### src/rtl/slice_vector.sv
// slice_vector: per-frame katana history and iterative CORDIC heading.
// Build with SLICE_VECTOR_SWIPE_EN to expose raw magnitude and swipe flag.
module slice_vector #(
   parameter int X_W          = 11,
   parameter int Y_W          = 10,
   parameter int DEPTH        = 10,
   parameter int ANGLE_W      = 16,
   parameter int ITER         = 12,
   parameter int FRAME_H      = 1024,
   parameter int FRAME_V      = 768,
   parameter int SWIPE_THRESH = 64
) (
   input  logic               pixel_clk_in,
   input  logic               rst_n_in,
   input  logic [10:0]        hcount_in,
   input  logic [9:0]         vcount_in,
   input  logic [X_W-1:0]     katana_x,
   input  logic [Y_W-1:0]     katana_y,
   output logic [ANGLE_W-1:0] angle_out,
   output logic               angle_valid_out,
   output logic               busy_out,
   output logic               primed_out,
   output logic [X_W+2:0]     mag_out,
   output logic               swipe_out
);

   localparam int W  = X_W + 3;
   localparam int CW = $clog2(DEPTH + 1);
   localparam int IW = $clog2(ITER + 1);

   localparam logic [1:0] S_IDLE = 2'd0;
   localparam logic [1:0] S_PREP = 2'd1;
   localparam logic [1:0] S_ITER = 2'd2;

   // atan(2^-i) as a fraction of a full turn, scaled by 2^32
   function automatic logic [31:0] atan32(input int i);
      case (i)
         0:  return 32'd536870912;
         1:  return 32'd316933406;
         2:  return 32'd167458907;
         3:  return 32'd85004756;
         4:  return 32'd42667331;
         5:  return 32'd21354465;
         6:  return 32'd10679838;
         7:  return 32'd5340245;
         8:  return 32'd2670163;
         9:  return 32'd1335087;
         10: return 32'd667544;
         11: return 32'd333772;
         12: return 32'd166886;
         13: return 32'd83443;
         14: return 32'd41722;
         15: return 32'd20861;
         16: return 32'd10430;
         17: return 32'd5215;
         18: return 32'd2608;
         19: return 32'd1304;
         20: return 32'd652;
         21: return 32'd326;
         22: return 32'd163;
         23: return 32'd81;
         24: return 32'd41;
         25: return 32'd20;
         26: return 32'd10;
         27: return 32'd5;
         28: return 32'd3;
         29: return 32'd1;
         30: return 32'd1;
         default: return 32'd0;
      endcase
   endfunction

   function automatic logic [ANGLE_W-1:0] atan_ang(input int i);
      logic [63:0] t;
      t = ({32'd0, atan32(i)} << ANGLE_W) + 64'h8000_0000;
      return t[32 +: ANGLE_W];
   endfunction

   logic [X_W-1:0]     r_hx [DEPTH];
   logic [Y_W-1:0]     r_hy [DEPTH];
   logic [CW-1:0]      r_fill;
   logic [1:0]         r_state;
   logic [IW-1:0]      r_i;
   logic signed [W-1:0] r_x;
   logic signed [W-1:0] r_y;
   logic [ANGLE_W-1:0] r_z;
   logic               r_zero;
   logic [ANGLE_W-1:0] r_angle;
   logic               r_valid;

   logic               w_frame_done;
   logic               w_full_next;
   logic signed [X_W:0] w_dx;
   logic signed [Y_W:0] w_dy;
   logic signed [W-1:0] w_dxe;
   logic signed [W-1:0] w_dye;
   logic signed [W-1:0] w_xs;
   logic signed [W-1:0] w_ys;
   logic signed [W-1:0] w_xn;
   logic signed [W-1:0] w_yn;
   logic [ANGLE_W-1:0] w_zn;
   logic [ANGLE_W-1:0] w_at;

   assign w_frame_done = (hcount_in == 11'(FRAME_H)) &&
                         (vcount_in == 10'(FRAME_V));
   assign w_full_next  = (r_fill >= CW'(DEPTH - 1));

   assign w_dx  = {1'b0, r_hx[0]} - {1'b0, r_hx[DEPTH-1]};
   assign w_dy  = {1'b0, r_hy[0]} - {1'b0, r_hy[DEPTH-1]};
   assign w_dxe = {{2{w_dx[X_W]}}, w_dx};
   assign w_dye = {{(W-Y_W-1){w_dy[Y_W]}}, w_dy};

   assign w_xs = r_x >>> r_i;
   assign w_ys = r_y >>> r_i;
   assign w_at = atan_ang(int'(r_i));

   // Vectoring step: rotate towards y = 0, accumulating the rotation in z
   always_comb begin
      w_xn = r_x;
      w_yn = r_y;
      w_zn = r_z;
      if (!r_y[W-1]) begin
         w_xn = r_x + w_ys;
         w_yn = r_y - w_xs;
         w_zn = r_z + w_at;
      end else begin
         w_xn = r_x - w_ys;
         w_yn = r_y + w_xs;
         w_zn = r_z - w_at;
      end
   end

`ifdef SLICE_VECTOR_SWIPE_EN
   logic [W-1:0] r_mag;
   logic         r_swipe;
   logic [W-1:0] w_mag;
   assign w_mag     = r_zero ? '0 : $unsigned(w_xn);
   assign mag_out   = r_mag;
   assign swipe_out = r_swipe;
`else
   assign mag_out   = '0;
   assign swipe_out = 1'b0;
`endif

   always_ff @(posedge pixel_clk_in) begin
      if (!rst_n_in) begin
         for (int k = 0; k < DEPTH; k++) begin
            r_hx[k] <= '0;
            r_hy[k] <= '0;
         end
         r_fill  <= '0;
         r_state <= S_IDLE;
         r_i     <= '0;
         r_x     <= '0;
         r_y     <= '0;
         r_z     <= '0;
         r_zero  <= 1'b0;
         r_angle <= '0;
         r_valid <= 1'b0;
`ifdef SLICE_VECTOR_SWIPE_EN
         r_mag   <= '0;
         r_swipe <= 1'b0;
`endif
      end else begin
         r_valid <= 1'b0;
         if (w_frame_done) begin
            r_hx[0] <= katana_x;
            r_hy[0] <= katana_y;
            for (int k = 1; k < DEPTH; k++) begin
               r_hx[k] <= r_hx[k-1];
               r_hy[k] <= r_hy[k-1];
            end
            if (r_fill != CW'(DEPTH))
               r_fill <= r_fill + 1'b1;
         end
         // A new frame always wins: any running computation is dropped
         if (w_frame_done && w_full_next) begin
            r_state <= S_PREP;
         end else begin
            case (r_state)
               S_PREP: begin
                  r_zero  <= (w_dx == '0) && (w_dy == '0);
                  r_i     <= '0;
                  r_state <= S_ITER;
                  if (w_dx[X_W]) begin
                     r_x <= -w_dxe;
                     r_y <= -w_dye;
                     r_z <= {1'b1, {(ANGLE_W-1){1'b0}}};
                  end else begin
                     r_x <= w_dxe;
                     r_y <= w_dye;
                     r_z <= '0;
                  end
               end
               S_ITER: begin
                  r_x <= w_xn;
                  r_y <= w_yn;
                  r_z <= w_zn;
                  if (r_i == IW'(ITER - 1)) begin
                     r_angle <= r_zero ? '0 : w_zn;
                     r_valid <= 1'b1;
                     r_state <= S_IDLE;
`ifdef SLICE_VECTOR_SWIPE_EN
                     r_mag   <= w_mag;
                     r_swipe <= !r_zero && (w_mag >= W'(SWIPE_THRESH));
`endif
                  end else begin
                     r_i <= r_i + 1'b1;
                  end
               end
               default: r_state <= S_IDLE;
            endcase
         end
      end
   end

   assign angle_out       = r_angle;
   assign angle_valid_out = r_valid;
   assign busy_out        = (r_state != S_IDLE);
   assign primed_out      = (r_fill == CW'(DEPTH));

endmodule

### config.mk
export PLATFORM = sky130hd
export DESIGN_NAME = slice_vector
export DESIGN_NICKNAME = d
export VERILOG_FILES = /design/src/rtl/slice_vector.sv
export SDC_FILE = /design/constraint.sdc
export NUM_CORES = 1
export LEC_CHECK = 0
export ABC_AREA = 1
export BUFFER_PORTS_ARGS = -buffer_cell sky130_fd_sc_hd__buf_2
export CAP_MARGIN = 10
export CORE_MARGIN = 10
export CORE_UTILIZATION = 60
export DETAILED_ROUTE_END_ITERATION = 7
export PLACE_DENSITY_LB_ADDON = 0.1
export SKIP_LAST_GASP = 1
export SLEW_MARGIN = 20
export SYNTH_ARGS = -nofsm -noshare
export SYNTH_HDL_FRONTEND = slang
export SYNTH_SLANG_ARGS = --single-unit
### constraint.sdc
create_clock -name pixel_clk_in -period 12.5 [get_ports pixel_clk_in]
set_clock_uncertainty 0.2 [all_clocks]
set_input_delay 2.5 -clock pixel_clk_in [delete_from_list [all_inputs] [get_ports pixel_clk_in]]
set_output_delay 2.5 -clock pixel_clk_in [all_outputs]
set_load 0.1 [all_outputs]
==> results of run 1 <==
-- worst min-delay path by stage --
| stage | start | to | slack (ps) | cells after the start |
|---|---|---|---|---|
| after floorplan | r_z[2]$_SDFFE_PN0P_ | r_z[2]$_SDFFE_PN0P_ | 250 | 2 |
| after global placement | angle_out[11]$_SDFFE_PN0P_ | angle_out[11]$_SDFFE_PN0P_ | 250 | 2 |
| after detailed placement | angle_out[15]$_SDFFE_PN0P_ | angle_out[15]$_SDFFE_PN0P_ | 260 | 2 |
| after CTS | angle_out[15]$_SDFFE_PN0P_ | angle_out[15]$_SDFFE_PN0P_ | 270 | 2 |
| after global routing | angle_out[15]$_SDFFE_PN0P_ | angle_out[15]$_SDFFE_PN0P_ | 290 | 2 |
| final | angle_out[1]$_SDFFE_PN0P_ | angle_out[1]$_SDFFE_PN0P_ | 260 | 2 |
-- where the power goes --
part / internal, mW / leakage, nW / switching (mW)
clock: 0.479 / 0.455 / 0.387
combinational: 0.0392 / 5.72 / 0.105
sequential: 1.07 / 2.86 / 0.00893
total: 1.59 / 9.03 / 0.500
-- layer usage --
layer / wire length (um) / share of wire [%]
met1: 17800 / 48
met2: 16500 / 44
met4: 872 / 2.3
met5: 0 / 0
met3: 1940 / 5.2
-- through the flow --
step | setup slack (ps) | hold WS (ps) | instances | power [mW]
floorplan | 4150 | 249 | 2250 | 1.22
global placement | 7070 | 249 | 2618 | 1.24
detailed placement | 6990 | 257 | 2618 | 1.25
CTS | 7590 | 267 | 2676 | 2.11
global route | 7330 | 287 | 2676 | 2.17
finish | 7580 | 263 | 2676 | 2.09
-- layout by cell type, fill, tap and decap left out, types with 9 or more instances in the layout --
| cell | n |
|---|---|
| nor2_2 | 10 |
| edfxtp_1 | 210 |
| clkbuf_16 | 31 |
| a21oi_1 | 112 |
| nor3_1 | 17 |
| conb_1 | 15 |
| inv_1 | 406 |
| a31oi_1 | 16 |
| a22oi_1 | 9 |
| dfxtp_1 | 87 |
| nand2_1 | 419 |
| nand2_2 | 9 |
| buf_2 | 62 |
| nor2_1 | 299 |
| ha_1 | 81 |
| o21ai_0 | 88 |
| xor2_1 | 44 |
| nand3_1 | 196 |
| inv_2 | 10 |
| xnor2_1 | 18 |
| o21bai_1 | 10 |
| nand4_1 | 18 |
-- state kept, by name, indices dropped and copies added (netlist names), 4 cells and up, named ones only --
name       flops
r_hx         110
r_hy         100
angle_out     16
r_z           16
r_x           14
r_y           14
r_fill         4
r_i            4
-- cell type report --
class	instances	area (um^2)	share of cell area (%)
well taps	384	480	2.51
repair buffers	72	410	2.15
flip-flops and latches	297	8050	42.1
inverters	420	1580	8.28
clock buffers	39	806	4.22
clock inverters	19	140	0.733
multi-input cells	1445	7640	40.0
-- worst max-delay path, stage by stage --
cell	delay, ps
buf_2	90
or2_1	250
nor4_4	260
nand3_2	180
nor2_4	180
nor2_4	40
buf_4	270
nand2_8	130
nand2_1	50
o21ai_0	110
inv_1	90
nor2_1	310
inv_1	120
ha_1	330
nand2_2	80
nand2_1	60
nand2_1	50
o21ai_1	70
-- cells by family after synthesis --
| kind of cell | share of synthesized area, % |
|---|---|
| AO/OA/AOI/OAI | 8.87 |
| AND/OR/NAND/NOR | 24.6 |
| flip-flops | 45.5 |
| adder cells (fa/ha/maj) | 6.30 |
| buffers and inverters | 11.6 |
| XOR/XNOR | 3.07 |
| other | 0.0212 |
==> results.md, run 1 <==
* Tcrit/Tclk final at 39.4%
* Final Cell Area at 19100 um^2
* Mean number of vias per cell at 5.22
* Synth unique cells at 55
* Post-layout min period at 4920 ps
* WL/cell at 13.9 um
* Antenna-violating nets left at 0
* Die X at 192 um
* Die area at 36700 um^2
* Worst-path clk slew at 60 ps
* Layout cells sized above 1 at 8.03%
* Worst EP arrival at 5190 ps
* Synth top cells by count: nand2_1 (420), inv_1 (406), nor2_1 (299)
* Synthesized area at 17700 um^2
* CTS root buf: clkbuf_16
* Global routing's busiest layer: met2
* EDFF count, synth at 210
* Mean Syn Cell Area at 7.91 um^2
* Slew HR at 31.7%
* Final-report hold violation count at 0
* Vias in the first global route at 13000
* Port bufs at 62
* Post-Synthesis Cells at 2236
* Antenna violations before repair at 0
* Setup Viol. Count Final at 0
* Clk_lat worst skew at 590 ps
* # rows at 62
* I/O pin cnt at 78
* Reg-to-reg slack, setup at 7920 ps
* HPWL after DPL at 26100 um
* GRT Total Usage at 20.3%
* Register area share after synthesis at 45.5%
* Ys Warns at 0
* Worst path required time at 12760 ps
* Fraction of registers with async set/reset at 0%
* # DRC at 0
* DR iter-0 viols at 1150
* Post-CTS Setup Repair Bufs at 0
* Worst vdd ir at 0.116 mV
* CP Launch Type: primary input
* Max Root-Sink Buffers at 3
* R2r worst-path depth at 27
* Hold buffer count at CTS at 0
* Diode count at 0
* Initial Util at 61.3%
* Worst Max-Slew Pin Slew at 1020 ps
* Max Slew Vio Count at 0
* First-pass GRT wire length at 62900 um
* Count leader, synth: nand2_1
* Post-synth top area cell: edfxtp_1
* Fmax at 203 MHz
* HP Class: reg2reg
* Grt ovf at 0
* Clock sinks at 297
* Core area at 28900 um^2
* M2 GR Usage at 32.0%
* CP endpoint kind: flip-flop
* CTS tree: built
* Vias at 14000
* Setup Crit Path Kind: in2reg
* Yosys top cell area share at 35.7%
* Lkg Pwr at 9.03 nW
* Post-detailed-routing wire length at 37200 um
* Filler cells at 2525
* GP Congestion at 0.949
* Final cell utilization of the core at 66.2%
* Worst r2r src: r_i[0]$_SDFFE_PN0P_
* RSZ-0062 raised after global routing: no
* Critical Path Source: hcount_in[9]
* Max cap viols at 0
* #FFs+latches synth at 297
* Area after DPL at 18200 um^2
* Pin count of the biggest net entering global routing at 211
* Fin nets at 2397
* Status: complete, no violations
* Largest fanout on the critical path at 46
* Largest cells by area after synthesis: edfxtp_1 (36%), dfxtp_1 (9.8%), nand2_1 (8.9%), inv_1 (8.6%), nor2_1 (6.3%)
* Met1 usage at 28.9%
* H-tree Lvls at 1
* Area growth syn-to-layout at 8.03%
* Met3 Use GR at 2.65%
* Setup TNS Final at 0 ps
* Die H at 192 um
* Pwr dens at 110 nW/um^2
* Drt pass-1 iters at 6
* R2r endpoint: r_y[9]$_SDFFE_PN0P_
* Post-CTS Resized at 0
* Main synth FF type: edfxtp_1
* CTS Buf Count at 31
No activity file was read; power rests on OpenSTA's default activity.
==> inputs of run 2 (changes only) <==
- CORE_UTILIZATION: 60 -> 57
- clock period: 12.5 -> 4.45 ns (I/O delays scaled with it)
==> run 2 against run 1 <==
Critical path depth up 8; global-route usage down 0.28 points; setup slack lost 7100 ps; hold slack worse by 3.4 ps; die area rose by 4.7%; design area is 2.1% higher; wire length increased by 5.1%.
==> results.md, run 2 (synthesis gave the netlist of run 1 again) <==
* First-pass GRT wire length at 65500 um (+4.1%)
* Largest Register: r_hx
* RSZ-0062 raised after global routing: no
* Grt ovf at 0 (unchanged)
* Antenna-violating nets left at 0 (unchanged)
* Worst vdd ir at 0.418 mV (+260%)
* Filler cells at 2714 (+7.5%)
* Worst Max-Slew Pin Slew at 747 ps (-278 ps)
* Mean number of vias per cell at 5.25 (+0.51%)
* GRT Total Usage at 20.0% (-0.28 points)
* Pin count of the biggest net entering global routing at 127 (-40%)
* Worst r2r src: r_i[0]$_SDFFE_PN0P_
* Worst EP arrival at 4320 ps (-870 ps)
* Clk_lat worst skew at 590 ps (about the same)
* Crit path capture: r_y[9]$_SDFFE_PN0P_
* CTS tree: built
* Clock sinks at 297 (unchanged)
* Largest fanout on the critical path at 29 (-37%)
* Max Root-Sink Buffers at 3 (unchanged)
* Final-report hold violation count at 0 (unchanged)
* Max cap viols at 0 (unchanged)
* Tcrit/Tclk final at 90.0%
* Commonest non-fill, non-tap cell in the layout: nand2_1
* Regs by FF count: r_hx x110, r_hy x100
* Fmax at 250 MHz
* Status: complete, no violations
* Most frequent cells in the layout: nand2_1 (419), inv_1 (406), nor2_1 (299), edfxtp_1 (210), nand3_1 (196)
* Core area at 30600 um^2 (+6.0%)
* Die area at 38500 um^2 (+4.7%)
* Slowest cell on crit path: ha_1
* WL/cell at 14.4 um (+4.0%)
* CP top delay family: simple AND/OR/NAND/NOR gates
* Non-Filler Instances at 2706 (+1.1%)
* Initial Util at 57.8% (-3.5 points)
* Antenna violations before repair at 0 (unchanged)
* I/O pin cnt at 78 (unchanged)
* Max Slew Vio Count at 0 (unchanged)
* Post-detailed-routing wire length at 39100 um (+5.1%)
* Setup Crit Path Kind: reg2reg
* R2r worst-path depth at 26 (-3.7%)
* Lkg Pwr at 9.24 nW (+2.3%)
* Layout cells sized above 1 at 9.09% (+1.1 points)
* Top Layer Used: met4
* WP depth at 26 (+8)
* Die H at 196 um (+2.3%)
* Tot Pwr at 6.23 mW (+200%)
* HP Class: reg2reg
* CP endpoint kind: flip-flop
* CP max stage delay at 340 ps (about the same)
* CP Buf/Inv Count at 5 (+1)
* Slew HR at 50.2% (+19 points)
* Worst-path clk slew at 60 ps (about the same)
* # rows at 64 (+3.2%)
* Pwr dens at 319 nW/um^2 (+190%)
* Drt pass-1 iters at 5 (-1)
* Post-CTS Setup Repair Bufs at 0 (unchanged)
* Critical Path Source: r_i[0]$_SDFFE_PN0P_
* Largest register FFs at 110 (unchanged)
* CTS root buf: clkbuf_16
* Diode count at 0 (unchanged)
* Met3 Wirelength at 1840 um (-5.3%)
* DR iter-0 viols at 975 (-15%)
* Setup Viol. Count Final at 0 (unchanged)
* HPWL after DPL at 28000 um (+7.4%)
* Area growth syn-to-layout at 10.3%
* DP Cell Count at 2649 (+1.2%)
* CTS Buf Count at 31 (unchanged)
* Routed wl met2 at 18000 um (+8.8%)
* H-tree Lvls at 1 (unchanged)
* Met1 wire length at 18400 um (+3.2%)
* Worst hold path depth at 2 (unchanged)
* Fin nets at 2416 (+0.79%)
* Port bufs at 62 (unchanged)
* Cell mode on critical path: nand2_1
* Vias in the first global route at 13500 (+3.5%)
* Post-layout min period at 4010 ps
* R2r endpoint: r_y[9]$_SDFFE_PN0P_
* Die X at 196 um (+2.3%)
* CP Launch Type: flip-flop
* GP Congestion at 0.907 (-4.4%)
* Worst path required time at 4770 ps (-7990 ps)
* Reg-to-reg slack, setup at 440 ps (-7480 ps)
* Setup TNS Final at 0 ps (unchanged)
* # DRC at 0 (unchanged)
* Vias at 14200 (+1.6%)
-- run 2: changes by cell type in the layout (fill, tap and decap cells not counted), sizes merged --
cell and delta:
buf +19, clkinvlp -4, inv +1, clkbuf +3
bufinv +3, clkinv -4
-- run 2: tightest hold or removal path, stage by stage, from the launching register on --
cell     delay [ps]
dfxtp_1         300
nand2_1          60
a21oi_1          50
-- run 2: power breakdown --
part / total [mW] / internal (mW) / switching, mW
sequential: 3.04 / 3.02 / 0.0244
clock: 2.78 / 1.67 / 1.10
combinational: 0.414 / 0.118 / 0.295
total: 6.23 / 4.81 / 1.42
-- run 2: metrics by stage --
stage	worst slack, ps	utilization [%]	hold WS [ps]	cell area [um^2]
floorplan	823	-	249	17700
global placement	667	60.1	248	18400
detailed placement	519	60.1	254	18400
CTS	475	63.8	263	19500
global route	62.4	63.8	291	19500
finish	445	63.8	259	19500
-- run 2: routing by layer --
layer  up-vias  GRT usage [%]
met5         -              0
met4         0           4.89
met3        60           2.47
met2       313           32.8
met1      6592           27.5
li1       7238              -
-- run 2: cell type report --
| class | count | area [um^2] | share of cell area (%) |
|---|---|---|---|
| flip-flops and latches | 297 | 8050 | 41.3 |
| multi-input cells | 1445 | 7650 | 39.2 |
| inverters | 420 | 1580 | 8.11 |
| clock buffers | 42 | 910 | 4.66 |
| repair buffers | 91 | 616 | 3.16 |
| well taps | 396 | 495 | 2.54 |
| clock inverters | 15 | 206 | 1.06 |
-- run 2: repair_timing --
item	4_1_cts	5_1_grt
hold buffers	0	0
hold endpoints to repair	0	0
resized for setup	0	1
endpoints found under the setup margin	0	1
-- run 2: worst min path at each step --
stage | startpoint | endpoint | slack [ps]
finish | angle_out[5]$_SDFFE_PN0P_ | angle_out[5]$_SDFFE_PN0P_ | 260
floorplan | r_z[2]$_SDFFE_PN0P_ | r_z[2]$_SDFFE_PN0P_ | 250
global placement | angle_out[6]$_SDFFE_PN0P_ | angle_out[6]$_SDFFE_PN0P_ | 250
detailed placement | angle_out[6]$_SDFFE_PN0P_ | angle_out[6]$_SDFFE_PN0P_ | 250
CTS | angle_out[6]$_SDFFE_PN0P_ | angle_out[6]$_SDFFE_PN0P_ | 260
global route | angle_out[15]$_SDFFE_PN0P_ | angle_out[15]$_SDFFE_PN0P_ | 290
